## config.mk

```make
export PLATFORM = sky130hd
export DESIGN_NAME = fir_sequencer
export DESIGN_NICKNAME = d
export VERILOG_FILES = /design/src/rtl/fir_seq_pkg.sv /design/src/rtl/sample_fifo.sv /design/src/rtl/fir_sequencer.sv
export SDC_FILE = /design/constraint.sdc
export NUM_CORES = 1
export LEC_CHECK = 0
export CAP_MARGIN = 20
export CORE_MARGIN = 2
export CORE_UTILIZATION = 57
export DETAILED_ROUTE_END_ITERATION = 12
export PLACE_DENSITY = 0.84
export SYNTH_ARGS = -nofsm -noshare
export SYNTH_HDL_FRONTEND = slang
export SYNTH_HIERARCHICAL = 1
export SYNTH_SLANG_ARGS = --single-unit
```

## constraint.sdc

```tcl
create_clock -name clock -period 6.7 [get_ports clock]
set_input_delay 2.01 -clock clock [delete_from_list [all_inputs] [get_ports clock]]
set_output_delay 2.01 -clock clock [all_outputs]
set_load 0.01 [all_outputs]
```

## src/rtl/fir_seq_pkg.sv

```systemverilog
// fir_seq_pkg: shared types and constants for the FIR front-end sequencer.
//   fir_seq_state_t   : sequencer FSM states
//   FIR_SEQ_WD_MARGIN : cycles of slack the watchdog allows beyond the tap count
//   FIR_SEQ_DATA_W    : sample width of the filter datapath
package fir_seq_pkg;

  typedef enum logic [1:0] {
    S_IDLE  = 2'd0,
    S_ISSUE = 2'd1,
    S_WAIT  = 2'd2,
    S_GAP   = 2'd3
  } fir_seq_state_t;

  localparam int FIR_SEQ_WD_MARGIN = 16;
  localparam int FIR_SEQ_DATA_W    = 16;

endpackage

```

## src/rtl/sample_fifo.sv

```systemverilog
// sample_fifo: small synchronous FIFO for signed samples.
//   Parameters: DEPTH (power of two, >= 2), DATA_W (sample width).
//   Ports:
//     clock, reset      : clock, synchronous active-high reset (pointers only)
//     push, push_data   : write request and data; ignored while full
//     pop               : read request; ignored while empty
//     head              : oldest entry, read from registered storage
//     full, empty       : occupancy flags derived from the registered pointers
// Pointers carry one extra wrap bit so full and empty are distinguishable
// without a separate counter.
module sample_fifo #(
  parameter int DEPTH  = 4,
  parameter int DATA_W = 16
) (
  input  logic                     clock,
  input  logic                     reset,
  input  logic                     push,
  input  logic signed [DATA_W-1:0] push_data,
  input  logic                     pop,
  output logic signed [DATA_W-1:0] head,
  output logic                     full,
  output logic                     empty
);

  localparam int AW = $clog2(DEPTH);

  logic [AW:0]              wr_ptr;
  logic [AW:0]              rd_ptr;
  logic signed [DATA_W-1:0] mem [DEPTH];

  assign empty = (wr_ptr == rd_ptr);
  assign full  = (wr_ptr[AW] != rd_ptr[AW]) && (wr_ptr[AW-1:0] == rd_ptr[AW-1:0]);
  assign head  = mem[rd_ptr[AW-1:0]];

  always_ff @(posedge clock) begin
    if (reset) begin
      wr_ptr <= '0;
      rd_ptr <= '0;
    end else begin
      if (push && !full) begin
        wr_ptr <= wr_ptr + 1'b1;
      end
      if (pop && !empty) begin
        rd_ptr <= rd_ptr + 1'b1;
      end
    end
  end

  // Storage holds data only; emptiness after reset comes from the pointers.
  always_ff @(posedge clock) begin
    if (push && !full) begin
      mem[wr_ptr[AW-1:0]] <= push_data;
    end
  end

endmodule

```

## src/rtl/fir_sequencer.sv

```systemverilog
// fir_sequencer: front-end controller for the shared 16-bit FIR datapath.
// Buffers strobed samples, issues them one at a time to the filter, captures
// each result, optionally decimates the output stream and flags a stalled
// filter.
//   Parameters: FIR_LEN (tap count, sets watchdog limit), FIFO_DEPTH,
//               DECIM (output decimation ratio, used only with FIR_SEQ_DECIM_EN)
//   Ports:
//     clock, reset            : clock, synchronous active-high reset
//     in_data, in_strobe      : incoming sample and its one-cycle valid
//     fir_data, fir_ready     : sample and one-cycle issue pulse to the filter
//     fir_result, fir_valid   : filter output and its valid
//     out_data, out_strobe    : last accepted filtered sample and update pulse
//     busy                    : sample in flight in the filter
//     overflow, timeout       : sticky error flags, cleared by err_clear
//     err_clear               : clears both sticky flags
// Build option: define FIR_SEQ_DECIM_EN to enable output decimation by DECIM.
module fir_sequencer
  import fir_seq_pkg::*;
#(
  parameter int FIR_LEN    = 449,
  parameter int FIFO_DEPTH = 4,
  parameter int DECIM      = 1
) (
  input  logic                             clock,
  input  logic                             reset,
  input  logic signed [FIR_SEQ_DATA_W-1:0] in_data,
  input  logic                             in_strobe,
  output logic signed [FIR_SEQ_DATA_W-1:0] fir_data,
  output logic                             fir_ready,
  input  logic signed [FIR_SEQ_DATA_W-1:0] fir_result,
  input  logic                             fir_valid,
  output logic signed [FIR_SEQ_DATA_W-1:0] out_data,
  output logic                             out_strobe,
  output logic                             busy,
  output logic                             overflow,
  output logic                             timeout,
  input  logic                             err_clear
);

  localparam int WD_LIMIT = FIR_LEN + FIR_SEQ_WD_MARGIN;
  localparam int WD_W     = $clog2(FIR_LEN + FIR_SEQ_WD_MARGIN + 1);

  if (FIFO_DEPTH < 2 || (FIFO_DEPTH & (FIFO_DEPTH - 1)) != 0 ||
      DECIM < 1 || DECIM > 256) begin : g_param_check
    $error("fir_sequencer: FIFO_DEPTH must be a power of two >= 2, DECIM in 1..256");
  end

  fir_seq_state_t                   state;
  logic [WD_W-1:0]                  wd_cnt;
  logic signed [FIR_SEQ_DATA_W-1:0] fifo_head;
  logic                             fifo_full;
  logic                             fifo_empty;
  logic                             fifo_pop;
  logic                             ovf_evt;
  logic                             wd_expire;

  // Full is sampled from the registered pointers, so a pop in the same cycle
  // does not make room for a strobe that arrives while full.
  assign fifo_pop  = (state == S_IDLE) && !fifo_empty;
  assign ovf_evt   = in_strobe && fifo_full;
  assign wd_expire = (state == S_WAIT) && !fir_valid &&
                     (wd_cnt == WD_W'(WD_LIMIT - 1));

  sample_fifo #(
    .DEPTH  (FIFO_DEPTH),
    .DATA_W (FIR_SEQ_DATA_W)
  ) u_fifo (
    .clock     (clock),
    .reset     (reset),
    .push      (in_strobe),
    .push_data (in_data),
    .pop       (fifo_pop),
    .head      (fifo_head),
    .full      (fifo_full),
    .empty     (fifo_empty)
  );

`ifdef FIR_SEQ_DECIM_EN
  logic [7:0] decim_cnt;
`endif

  always_ff @(posedge clock) begin
    if (reset) begin
      state      <= S_IDLE;
      fir_data   <= '0;
      fir_ready  <= 1'b0;
      out_data   <= '0;
      out_strobe <= 1'b0;
      busy       <= 1'b0;
      wd_cnt     <= '0;
`ifdef FIR_SEQ_DECIM_EN
      decim_cnt  <= '0;
`endif
    end else begin
      fir_ready  <= 1'b0;
      out_strobe <= 1'b0;
      case (state)
        S_IDLE: begin
          if (!fifo_empty) begin
            fir_data <= fifo_head;
            busy     <= 1'b1;
            state    <= S_ISSUE;
          end
        end
        S_ISSUE: begin
          // Registered pulse: the filter sees ready in the cycle after
          // fir_data settled, and writes its delay line one cycle later.
          fir_ready <= 1'b1;
          wd_cnt    <= '0;
          state     <= S_WAIT;
        end
        S_WAIT: begin
          wd_cnt <= wd_cnt + 1'b1;
          if (fir_valid) begin
`ifdef FIR_SEQ_DECIM_EN
            if (decim_cnt == 8'(DECIM - 1)) begin
              out_data   <= fir_result;
              out_strobe <= 1'b1;
              decim_cnt  <= '0;
            end else begin
              decim_cnt  <= decim_cnt + 1'b1;
            end
`else
            out_data   <= fir_result;
            out_strobe <= 1'b1;
`endif
            busy  <= 1'b0;
            state <= S_GAP;
          end else if (wd_expire) begin
            busy  <= 1'b0;
            state <= S_GAP;
          end
        end
        S_GAP: begin
          // The filter ignores ready in the cycle after valid.
          state <= S_IDLE;
        end
        default: state <= S_IDLE;
      endcase
    end
  end

  // A new error event outranks a simultaneous clear.
  always_ff @(posedge clock) begin
    if (reset) begin
      overflow <= 1'b0;
      timeout  <= 1'b0;
    end else begin
      if (ovf_evt) begin
        overflow <= 1'b1;
      end else if (err_clear) begin
        overflow <= 1'b0;
      end
      if (wd_expire) begin
        timeout <= 1'b1;
      end else if (err_clear) begin
        timeout <= 1'b0;
      end
    end
  end

endmodule

```

Yosys cells after proc, flatten, opt, wreduce, memory -nomap -nowiden
Memories as Yosys holds them, arrays and structs flattened. A register that Yosys moved wholly into a read port is not among the register bits.
Cells that the tools add are included.
{"block": "word_totals", "regBits": 38, "mem_bits_rw": 64, "in_bits": 37, "out_inout_bits": 37, "wordCells": 61, "memories": 1}
{"name": "u_fifo.mem", "words": 4, "word_bits": 16, "read_ports": 1, "rd_ports_with_merged_regs": 1, "wr": 1, "line_no": "sample_fifo.sv:29", "source": "logic signed [DATA_W-1:0] mem [DEPTH];"}
{"block": "classes", "addsub": 3, "n_eq_ne": 9, "n_mux": 16, "n_bitwise": 2, "reduce_logical": 20}
{"operator": "$pmux 9 s2", "n": 1}
{"operator": "$mux 1", "n": 10}
{"operator": "$add 9x1->9 const B", "n": 1}
{"operator": "$eq 9x9->1 const B", "n": 1}
{"operator": "$pmux 2 s4", "n": 1}
{"operator": "$reduce_bool 2->1", "n": 4}
{"operator": "$logic_and 1x1->1", "n": 7}
{"operator": "$add 3x1->3 const B", "n": 2}
{"operator": "$mux 2", "n": 3}
{"operator": "$reduce_and 2->1", "n": 3}
{"operator": "$eq 2x2->1 const B", "n": 2}
{"operator": "$eq 3x3->1", "n": 1}
{"operator": "$logic_not 1->1", "n": 3}
{"operator": "$ne 3x3->1 const B", "n": 1}
{"operator": "$reduce_and 3->1", "n": 1}
{"operator": "$eq 2x1->1 const B", "n": 1}
{"operator": "$eq 2x2->1", "n": 1}
{"operator": "$logic_not 2->1", "n": 1}
{"operator": "$ne 2x2->1 const B", "n": 1}
{"operator": "$not 1->1", "n": 2}
{"operator": "$pmux 1 s2", "n": 1}
{"operator": "$reduce_or 2->1", "n": 1}
{"operator": "$ne 1x1->1", "n": 1}

Logic depth before layout (Yosys ltp)
{"block": "logic_depth", "ltp_word": 6, "ltp_mapped": 11}

Cells and area by module
The synthesis kept the hierarchy.
{"mod": "sample_fifo", "n_inst": 1, "cells_per_inst": 152, "area_per_inst_um2": 2885.3, "seq_area_each_um2": 2082.0}
{"mod": "fir_sequencer", "n_inst": 1, "cells_per_inst": 226, "area_per_inst_um2": 1858.0, "seq_area_each_um2": 960.9}

Least setup slack after synthesis
No wires, ideal clock.
{"block": "synth_path", "path_type": "input port to flip-flop", "from": "in in_strobe", "to": "mem u_fifo.mem[3][0] (enable)", "arrival_ns": 2.965, "required_ns": 6.301, "setup_slack_ns": 3.336, "stages": 2, "cell_sequence": "nand2_1 -> a31oi_1"}
{"block": "synth_between", "elab_chain_len": 3}
{"item": "from (decl)", "line_no": "fir_sequencer.sv:27", "source": "input logic in_strobe,"}
{"item": "$logic_and 1x1->1", "line_no": "sample_fifo.sv:51", "source": "if (push && !full) begin"}
{"item": "$mux 1", "line_no": "sample_fifo.sv:51"}
{"item": "$mux 1 (not written as such)", "line_no": "sample_fifo.sv:52", "source": "mem[wr_ptr[AW-1:0]] <= push_data;"}
{"item": "to (decl)", "line_no": "sample_fifo.sv:29"}
Every way passes these cells.

Worst setup path in the final report
{"block": "layout_path", "from": "reg u_fifo.wr_ptr[0]", "to": "reg u_fifo.rd_ptr[0]"}
{"block": "layout_between", "elab_chain_len": 4}
{"item": "from (decl)", "line_no": "sample_fifo.sv:27", "source": "logic [AW:0] wr_ptr;"}
{"item": "from (signal assigned)", "line_no": "sample_fifo.sv:41", "source": "wr_ptr <= wr_ptr + 1'b1;"}
{"item": "$eq 3x3->1 (*)", "line_no": "sample_fifo.sv:31", "source": "assign empty = (wr_ptr == rd_ptr);"}
{"item": "net fifo_empty", "line_no": "fir_sequencer.sv:52", "source": "logic fifo_empty;"}
{"item": "$logic_not 1->1 (*)", "line_no": "sample_fifo.sv:43, fir_sequencer.sv:59"}
{"item": "$logic_and 1x1->1", "line_no": "fir_sequencer.sv:59", "source": "assign fifo_pop = (state == S_IDLE) && !fifo_empty;"}
{"item": "$logic_and 1x1->1 (*)", "line_no": "sample_fifo.sv:43", "source": "if (pop && !empty) begin"}
{"item": "to (signal assigned)", "line_no": "sample_fifo.sv:44", "source": "rd_ptr <= rd_ptr + 1'b1;"}
{"item": "to (decl)", "line_no": "sample_fifo.sv:28", "source": "logic [AW:0] rd_ptr;"}
Mark *: on every way through the listed nets, which the timed path passes. The rest lies on a longest branch.
A chain may end at the register's enable or synchronous reset.

==> impl_metrics.toml <==
[logic_synthesis]
ys_warn_count = 6
syn_area_um2 = 4740
synth_area_leaders = "edfxtp_1, dfxtp_1, mux4_2"
syn-num-nets = 425
post_synth_num_cell_types = 43
synth_edf_count = 64
muxShareOfSynthArea_pct = 7.81
syn_inst = 378
avgSynthCellArea_um2 = 12.5
ys.flop_type = "edfxtp_1"
synth_compound_area_share_pct = 7.99
synth_xor_area_share_pct = 2.03
synthAdderAreaFrac_pct = 2.64
synth_area_leader_cell = "edfxtp_1"
synth-simple-area-share_pct = 11.9
yosysTopAreaCellShare_pct = 40.5
ys_seq_elements = 120
synth_top_family_by_area = "simple AND/OR/NAND/NOR gates"
synth_seq_area_share_pct = 64.2
async_flop_share_pct = 0

[placement]
portBuffers = 73
hpwlAfterDp_um = 5790
globalplace.congestion = 0.842

[setup_path]
crit_fanout = 24
start_kind = "flip-flop"
arrival_ns = 4.38
end_kind = "flip-flop"
crit_required_ns = 7.06
setup.worst_path.class = "reg2reg"

[detailed_routing]
dr.pass1.iters = 4
drt-wirelength-per-cell_um = 17.5
drc = 0
drt_wl_total_um = 9980
ant_nets = 0
drtIter0Drc = 199
avgViaCountPerCell = 5.54
vias = 3166

[job]
maxCapViolCount = 0

[global_routing]
grt_pass1_vias = 3175
track_usage_pct = 23.4
grt_pass1_wl_um = 15500
grt_overflow = 0
antenna_found_initial = 0
grt_max_degree = 54

[clock_network]
clock_sinks = 120
postCtsResizedCells = 0
htreeDepth = 4
cts-root-buf = "clkbuf_8"
insertion_delay_ns = 0.51
cts-buffers-inserted = 17
ctsHoldBuffers = 0
cts_tree = "built"
path_clk_slew_ns = 0.06
clock_path_buffers = 2
post_cts_buffers = 0

[timing]
tns_ns = 0
period_minus_slack_ns = 4.02
rsz0062_at_grt = "false"
final_hold_viol_count = 0
setup_violations = 0
tightest_slew_ns = 1.03
fin_crit_sh_pct = 60.0
fmax_mhz = 249
skew_ns = 0.00845
slew_violations = 0
slew-limit-headroom_pct = 31.7

[power]
power_density_nw_per_um2 = 429
total_power_uw = 2660
peakVddDrop_v = 0.000309
p_leak_uw = 0.00210

[floorplan]
pin_count = 74
die_area_um2 = 9070
num_rows = 33
initial_core_util_pct = 58.3
die_w_um = 95.2
fp.dieH_um = 95.2
core_um2 = 8130

[cells_and_area]
fillers = 515
diodes = 0
seqCellArea_um2 = 3040
area_delta_synth_final_pct = 30.8
drive_gt1_share_pct = 12.2
final_nets = 500
multiInputGateArea_um2 = 1540

[worst_hold_path]
holdCritPathClass = "reg2reg"

[outcome]
status = "completed"
## critical path: stages, from the launching register on
cell and delay (ns):
dfxtp_1 0.40, xnor2_1 0.61, nand2_1 0.28, nor2_1 0.28, nand2b_1 0.68, clkinv_1 0.83, nor3b_1 0.39, a21oi_1 0.26
o211ai_1 0.14
## layer usage
| layer | routed length, um | GRT usage [%] |
|---|---|---|
| met5 | 0 | 0 |
| met4 | 140 | 8.09 |
| met3 | 636 | 7.04 |
| met2 | 5280 | 42.1 |
| met1 | 3930 | 26.3 |
## state kept, by name, summed over array words and instances (netlist names), named ones only
name and count:
wd_cnt 9, u_fifo/mem 64, fir_ready 1, timeout 1, out_strobe 1, busy 1, overflow 1, u_fifo/rd_ptr 3
u_fifo/wr_ptr 3, out_data 16, fir_data 16, state 2
## per-stage QoR
stage                     setup slack (ns)  utilization (%)  hold WS [ns]  instances  area (um^2)
after floorplan                       3.34                -         0.468        378         4740
after global placement                2.70             67.4         0.442        537         5490
after detailed placement              2.65             67.4         0.447        537         5490
after CTS                             2.72             75.9         0.455        569         6170
after global routing                  2.45             76.3         0.478        571         6200
final                                 2.68             76.3         0.454        571         6200
## layout by cell type (no fill, tap or decap), types with 10 or more instances in the layout
| cell type | netlist | layout |
|---|---|---|
| a21oi_1 | 40 | 40 |
| ha_1 | 10 | 10 |
| clkbuf_16 | 0 | 16 |
| clkdlybuf4s50_1 | 0 | 72 |
| inv_1 | 11 | 11 |
| dfxtp_1 | 56 | 56 |
| nand2_1 | 78 | 78 |
| edfxtp_1 | 64 | 64 |
| nor2_1 | 11 | 11 |
| mux4_2 | 16 | 16 |
## final timing paths
check	to	cells past startpoint	start	slack [ns]
setup / recovery	u_fifo/rd_ptr[0]	8	u_fifo/wr_ptr[0]	2.68
hold / removal	out_data[7]	2	out_data[7]	0.45
setup reg to reg	u_fifo/rd_ptr[0]	8	u_fifo/wr_ptr[0]	2.68
hold reg to reg	out_data[7]	2	out_data[7]	0.45
## cell usage after synthesis, types with 2 or more instances
cell type and number:
buf_6 3, o211ai_1 5, nand2_1 78, a21oi_1 40, xor2_1 6, a41oi_1 2
mux4_2 16, o21ai_0 6, clkbuf_1 10, a31oi_1 4, nor3_1 2, ha_1 10
buf_2 2, or3_1 3, nor2_1 11, nand2b_1 6, xnor2_1 5, dfxtp_1 56
nand3_1 8, inv_1 11, and2_1 3, nand4_1 4, nor3b_1 4, edfxtp_1 64
## final cells by class
cell class	instances	share of cell area, %
timing repair buffer	75	12.2
clock inverter	15	4.42
multi-input combinational	227	24.8
clock buffer	17	6.68
sequential	120	49.1
tap	105	2.12
inverter	12	0.726
## power breakdown
group	leakage (uW)	internal [uW]	total [uW]	switching [uW]
registers	0.00104	906	983	77.6
clock network	0.000329	719	1040	319
logic	0.000733	277	640	363
total	0.00210	1900	2660	759
## kinds of logic (layout without fill, tap and decap cells)
kind of cell,count (synthesis),after routing
compound gates,64,64
xor+xnor,11,11
fa+ha+maj,10,10
buf+inv,31,119
flops,120,120
mux,17,17
simple gates,125,125
Note: power is estimated with default switching activity, not from simulation.
